File: src/rtl/packet_flow_match.sv
// Destination MAC -> flow index lookup. Lowest matching index wins;
// idx is 0 when nothing matches.
module packet_flow_match #(
  parameter int                    N_FLOWS = 4,
  parameter logic [48*N_FLOWS-1:0] D_MACS  = '0,
  parameter int                    FW      = (N_FLOWS > 1) ? $clog2(N_FLOWS) : 1
) (
  input  logic [47:0]   d_mac,
  output logic          hit,
  output logic [FW-1:0] idx
);

  // Scan from the top down so the lowest matching flow overrides.
  always_comb begin
    hit = 1'b0;
    idx = '0;
    for (int i = N_FLOWS - 1; i >= 0; i--) begin
      if (d_mac == D_MACS[48*i +: 48]) begin
        hit = 1'b1;
        idx = FW'(i);
      end
    end
  end

endmodule

File: config.mk
export PLATFORM = sky130hd
export DESIGN_NAME = packet_flow_match
export DESIGN_NICKNAME = d
export VERILOG_FILES = /design/src/rtl/packet_flow_match.sv
export SDC_FILE = /design/constraint.sdc
export NUM_CORES = 1
export LEC_CHECK = 0
export CAP_MARGIN = 20
export CORE_AREA = 5 5 42 44
export DETAILED_ROUTE_END_ITERATION = 12
export DIE_AREA = 0 0 47 49
export PLACE_DENSITY = 0.81
export SLEW_MARGIN = 5
export SYNTH_ARGS = -nofsm -noshare
export SYNTH_HDL_FRONTEND = slang
export SYNTH_SLANG_ARGS = --single-unit
File: constraint.sdc
create_clock -name vclk -period 1.4
set_clock_uncertainty 0.15 [all_clocks]
set_input_delay 0.28 -clock vclk [all_inputs]
set_output_delay 0.28 -clock vclk [all_outputs]
set_load 0.02 [all_outputs]
# Word level (Yosys, flattened, before mapping)

Cells that the tools add are included.

Input port bits: 48
Flip-flop bits (word level): 0
Output and inout bits: 3
Logic and storage cells: 2

Reductions and logical operators: 1
Mux-type cells: 1

Operator list:

| cell              | number |
|---|---|
| $logic_not A48 Y1 | 1 |
| $mux W1           | 1 |

# Longest topological paths before layout

Word-level depth: 2
Mapped depth: 3
Depth with buffers taken out: 3

# Worst setup path before layout

Ideal clock, no wire load.

Path kind: in2out
Start: in d_mac[27]
End: out hit
Buffers on the path: 0
Required time: 0.970 ns
Arrival: 1.018 ns
Path slack: -0.048 ns
Stages on the path: 3
Cells stage by stage: nor4_1 nand4_1 nor3_2

Cells in the longest elaborated chain, start to end: 2

RTL lines:

| element           | line | text |
|---|---|---|
| from (decl)       | 8    | `input logic [47:0] d_mac,` |
| $logic_not A48 Y1 | 18   | `if (d_mac == D_MACS[48*i +: 48]) begin` |
| $mux W1           | 18   |  |
| to (decl)         | 9    | `output logic hit,` |

No other way between the ends.

# Final worst setup path

Start: in d_mac[30]
End: out hit

The elaborated chain is that of the path after synthesis.

==> results.txt <==
The flow ran to the end, but the final reports show violations. The final reports fail on negative setup slack. Of the total power, registers draw 0%. The tools report the final number of setup-violating endpoints as 1. At the end of the flow, the number of nets in the layout was 117. After detailed routing, the average wire length per cell comes to 14.12 um. The worst hold path belongs to the class input pin to primary output. Of the total power, the share spent switching nets is 36.61%.

The tools report the element type at the critical path start as an input pin. The relative area change from synthesis to final layout was 386.4%. The initial utilization of the core area, before any placement, comes to 9.196%. Fill cells in the final layout number 146. The power density over the cells was 213.4 nW/um^2; the total vias in the final route was 382.

The count of sequential standard cells was 0; the required arrival time at the worst endpoint was 0.97 ns. The site row count came out at 14. Combinational family with the most area after synthesis: simple AND/OR/NAND/NOR gates. The largest driver fanout on the critical path was 1.

The library cell used most frequently in the layout, excluding fill and tap cells, is sky130_fd_sc_hd__buf_2. The number of buffers inserted by post-CTS setup repair was 0; the data arrival time of the critical path was 1.17 ns. The tools report the placement-stage cell area as 685.7 sq um.

For the half-perimeter wire length after placement, the log shows 1032 um. Hold buffer count at cts: 0. Of the cells placed in the final design, the portion with a size suffix greater than 1 is 77.61%. The die height was 49 um; the die area was 2303 sq um. For the core outline area, the log shows 1401 sq um. The portion of netlist area occupied by mux cells works out to 0%. The post-synthesis instance area is 128.9 sq um, and the post-synthesis sequential area ratio is 0%.

The layout has 0 clock buffers. The floorplan step set the die width to 47 um. The average instance in the mapped netlist occupies 6.783 sq um.

Kind of end point of the critical path: a primary output. The tools report the number of optimization iterations in the first detailed-route pass as 1. Setup repair after global routing could not meet its margin everywhere.

The first routing iteration left 0 violations. The tools report the detailed-route wire length as 1172 um. The DRC violations left was 0; the I/O pin count was 51. For this run, the share of the core covered by cells in the final layout is 44.73%. The tools report the number of antenna violations at the first check in global routing as 0.

In this run the power spent charging and discharging nets is 0.04898 mW. The via-per-instance ratio was 4.602. The final design area excluding fillers is 626.9 sq um, and the area fraction in compound gates after synthesis is 0%. After layout, the minimum clock period comes to 1.600 ns.

Entering global routing, the biggest net connects 2 pins. The cell-internal power was 0.08480 mW; the final worst setup slack was -0.1996 ns. The tool flagged a number of max-cap violations equal to 0.

The leakage power figure is 0.2663 nW. Number of library cell types mapped by synthesis: 6. The first global-routing pass estimated 1649 um of wire.

The worst-case IR drop observed on VDD is 0.07744 mV. The count of nets left with antenna violations once routing finished came out at 0. Leaving out fill and tap cells, the most frequent cells in the layout are sky130_fd_sc_hd__buf_2 (25), sky130_fd_sc_hd__buf_6 (11), sky130_fd_sc_hd__clkdlybuf4s15_1 (10). Critical path class: input pin to primary output. Routability congestion estimate: 0.5909. The xor/xnor share of the synthesized area was 0%. The portion of the clock cycle consumed by the worst path in the final layout is 114.3%, and the count of antenna diodes in the layout is 0. The relative contribution of the clock network to total power was 0%. During synthesis, Yosys emitted a total of 0 warnings. Buffers placed on the I/O ports in this run total 49. The maximum achievable frequency came out at 625.2 MHz. Global routing consumed, over all layers together, 8.919% of the routing resources. Combinational cells account for 100.0% of the total power.

Across the whole layout, storage elements account for 0 sq um. The post-synthesis adder-cell area fraction is 0%, and the area share of and/or/nand/nor cells after synthesis is 85.44%. The final-report hold violation count is 0. For the number of pins exceeding their max-slew limit in the final report, the log shows 0.

The tools report the synthesized instance count as 19. For the number of global-route vias before repair, the log shows 430. The total overflow left after global routing is 0.
power groups by stage:
stage / clock network [mW] / registers, mW / logic [mW]
after floorplan: 0 / 0 / 0.0193
after global placement: 0 / 0 / 0.160
after detailed placement: 0 / 0 / 0.162
after CTS: 0 / 0 / 0.135
after global routing: 0 / 0 / 0.142
final: 0 / 0 / 0.134
cell usage after synthesis:
library cell | number | area (sq um)
sky130_fd_sc_hd__nor4_2 | 1 | 12.51
sky130_fd_sc_hd__nand4_1 | 3 | 18.77
sky130_fd_sc_hd__nor4_1 | 11 | 68.82
sky130_fd_sc_hd__conb_1 | 1 | 3.750
sky130_fd_sc_hd__nor3_2 | 1 | 10.01
sky130_fd_sc_hd__buf_4 | 2 | 15.01
metal layers:
metal / wire length [um] / track usage [%] / up-vias / part of all wire, %
li1: - / - / 179 / -
met1: 335 / 9.586 / 155 / 29
met2: 430 / 16.29 / 48 / 37
met3: 405 / 4.059 / 0 / 35
met4: 0 / 0 / 0 / 0
met5: 0 / 0 / - / 0
kinds of logic after synthesis:
group,count (synthesis)
simple gates,16
buf+inv,2
other cells,1
repair_timing:
item	CTS	global route
endpoints found under the setup margin	1	1
pin swaps	16	7
gates resized for setup	163	11
endpoints found under the hold margin	0	0
critical path: stages:
cell and delay, ns:
sky130_fd_sc_hd__buf_6 0.10, sky130_fd_sc_hd__nor4_4 0.26, sky130_fd_sc_hd__nand4_1 0.18, sky130_fd_sc_hd__nor3_4 0.21, sky130_fd_sc_hd__buf_6 0.14
through the flow:
stage | power, mW | hold WS [ns] | cells | worst slack, ns | TNS (ns)
after global routing | 0.1421 | 0.8049 | 83 | -0.2606 | -0.2606
final | 0.1338 | 0.7851 | 83 | -0.1996 | -0.1996
after floorplan | 0.01927 | 0.5874 | 20 | -0.01286 | -0.01286
after detailed placement | 0.1621 | 1.602 | 83 | -1.060 | -1.060
after global placement | 0.1600 | 1.595 | 83 | -1.047 | -1.047
after CTS | 0.1350 | 0.8105 | 83 | -0.1941 | -0.1941
worst paths after layout:
path,start,endpoint,cells past startpoint
max,d_mac[30],hit,5
min,d_mac[25],hit,5
layout make-up:
| cell class | instances | area, sq um | share of cell area, % |
|---|---|---|---|
| multi-input cells | 18 | 236.5 | 37.72 |
| well taps | 16 | 20.02 | 3.194 |
| repair buffers | 49 | 370.4 | 59.08 |
Power figures use the tool's default switching activity.
==> variant: new RTL, config.mk and constraints unchanged <==
The parameter `N_FLOWS` goes from 4 to 2.
--- a/src/rtl/packet_flow_match.sv
+++ b/src/rtl/packet_flow_match.sv
@@ -1,7 +1,7 @@
 // Destination MAC -> flow index lookup. Lowest matching index wins;
 // idx is 0 when nothing matches.
 module packet_flow_match #(
-  parameter int                    N_FLOWS = 4,
+  parameter int                    N_FLOWS = 2,
   parameter logic [48*N_FLOWS-1:0] D_MACS  = '0,
   parameter int                    FW      = (N_FLOWS > 1) ? $clog2(N_FLOWS) : 1
 ) (
Interface: changed (resized idx); port bits go from 51 to 50. The function was not compared with the original's and may differ.
==> variant against the unedited design <==
- the flow still finishes with violations (setup timing)
- design area grew 1.6%
- global-route usage grew 0.070 points
- cell count shrank 1.2%
- wire length grew 1.6%
- power grew 2.3%
- area after synthesis shrank 5.8%
- setup slack is essentially flat
- hold slack gained 0.011 ns
- largest cell class unchanged
==> variant: results (changes against the unedited design) <==
Global routing
  • M1 GR Usage: 10.02% (was 9.586%)
  • Met2 Use GR: 16.74% (was 16.29%)
  • First-pass GRT wire length: 1642 um (was 1649 um)
  • Vias in the first global route: 406 (was 430)
  • GRT Total Usage: 8.989% (was 8.919%)
  • Initial antenna violation count: 0 (unchanged)
  • Met3 GRT Util: 2.952% (was 4.059%)

Run status
  • Outcome: finished, violations left (unchanged)
  • Failing checks: setup timing (unchanged)

STA
  • Worst setup margin: -0.1997 ns (was -0.1996 ns)
  • Endpoints failing setup: 1 (unchanged)

Pwr
  • Leak Pwr: 0.2668 nW (was 0.2663 nW)
  • Worst VDD drop: 0.06559 mV (was 0.07744 mV)

Critical path
  • Critical Path Fanout Max: 1 (unchanged)
  • Worst EP arrival: 1.17 ns (about the same)
  • CP Capture Type: output pin (unchanged)
  • Family with the most delay on the worst path: simple AND/OR/NAND/NOR gates (unchanged)
  • Worst path max stage delay: 0.24 ns (was 0.26 ns)
  • Slowest stage cell, crit path: nor4_4 (unchanged)

Route
  • Drt drc: 0 (unchanged)
  • Routed WL: 1191 um (was 1172 um)
  • Pre-antenna DRT Iters: 1 (unchanged)
  • Vias/cell: 4.659 (was 4.602)

Synthesis
  • Library cells used by synthesis: 6 (unchanged)
  • Post-synth top cells: nor4_1, nand4_1 (was nor4_1, nand4_1, buf_4)
  • Register area share after synthesis: 0% (unchanged)
  • Top cells by area, synth: nor4_1, nand4_1, nor4_2 (was nor4_1, nand4_1, buf_4)

Hold path
  • Hold crit path type: input pin to output pin (unchanged)
  • Hold path cells: 5 (unchanged)
  • Hold path start: d_mac[37] (was d_mac[25])

Final layout
  • Share of cells above drive strength 1: 74.24% (was 77.61%)
  • ANT cells: 0 (unchanged)
  • Fin nets: 116 (was 117)
  • Seq_cells: 0 (unchanged)

Placed design
  • PortBufs: 49 (unchanged)
  • Dpl ws: -1.046 ns (was -1.060 ns)
  • DP HPWL: 1030 um (was 1032 um)
  • Global placer's final weighted congestion: 0.5795 (was 0.5909)
  • Post-placement cell area: 681.9 um^2 (was 685.7 um^2)
## variant: changes by cell type after synthesis, sizes merged
cell | before | now
buf | 2 | 1
## variant: area by class of cell
cell class                      count  area [um^2]
Fill cell                         149        764.5
Multi-Input combinational cell     17        244.0
Tap cell                           16        20.02
Timing Repair Buffer               49        372.9
## variant: per-layer routing
metal	part of all wire (%)	wire (um)
met4	0	0
met1	33	396
met3	28	338
met5	0	0
met2	38	456
## variant: cell families after synthesis
family,share of synthesized area (%)
buffers and inverters,6.188
other,3.090
AND/OR/NAND/NOR,90.73
## variant: through the flow
| stage | instances | setup TNS (ns) | hold WS, ns | utilization, % |
|---|---|---|---|---|
| 6_report | 82 | -0.1997 | 0.7964 | 45.45 |
| 5_1_grt | 82 | -0.2490 | 0.8182 | 45.45 |
| 4_1_cts | 82 | -0.2090 | 0.8151 | 43.13 |
| 3_5_place_dp | 82 | -1.046 | 1.596 | 48.66 |
| 3_3_place_gp | 82 | -1.045 | 1.598 | 48.66 |
| 2_1_floorplan | 18 | -0.01286 | 0.5874 | - |
## variant: where the power goes
group	switching (mW)	internal [mW]	total, mW	leakage, nW
clock	0	0	0	0
sequential	0	0	0	0
combinational	0.0507	0.0861	0.137	0.267
## variant: worst max-delay path by stage
| stage | slack, ns | endpoint | depth (start not counted) | startpoint |
|---|---|---|---|---|
| after floorplan | -0.01 | hit | 3 | d_mac[9] |
| after global placement | -1.05 | hit | 5 | d_mac[9] |
| after detailed placement | -1.05 | hit | 5 | d_mac[9] |
| after CTS | -0.21 | hit | 5 | d_mac[3] |
| after global routing | -0.25 | hit | 5 | d_mac[10] |
| final | -0.20 | hit | 5 | d_mac[26] |
## variant: timing repair
action / CTS / global route
gates cloned: 0 / 0
endpoints found under the hold margin: 0 / 0
resized for setup: 157 / 15
setup endpoints to repair: 1 / 1
pin swaps: 16 / 7
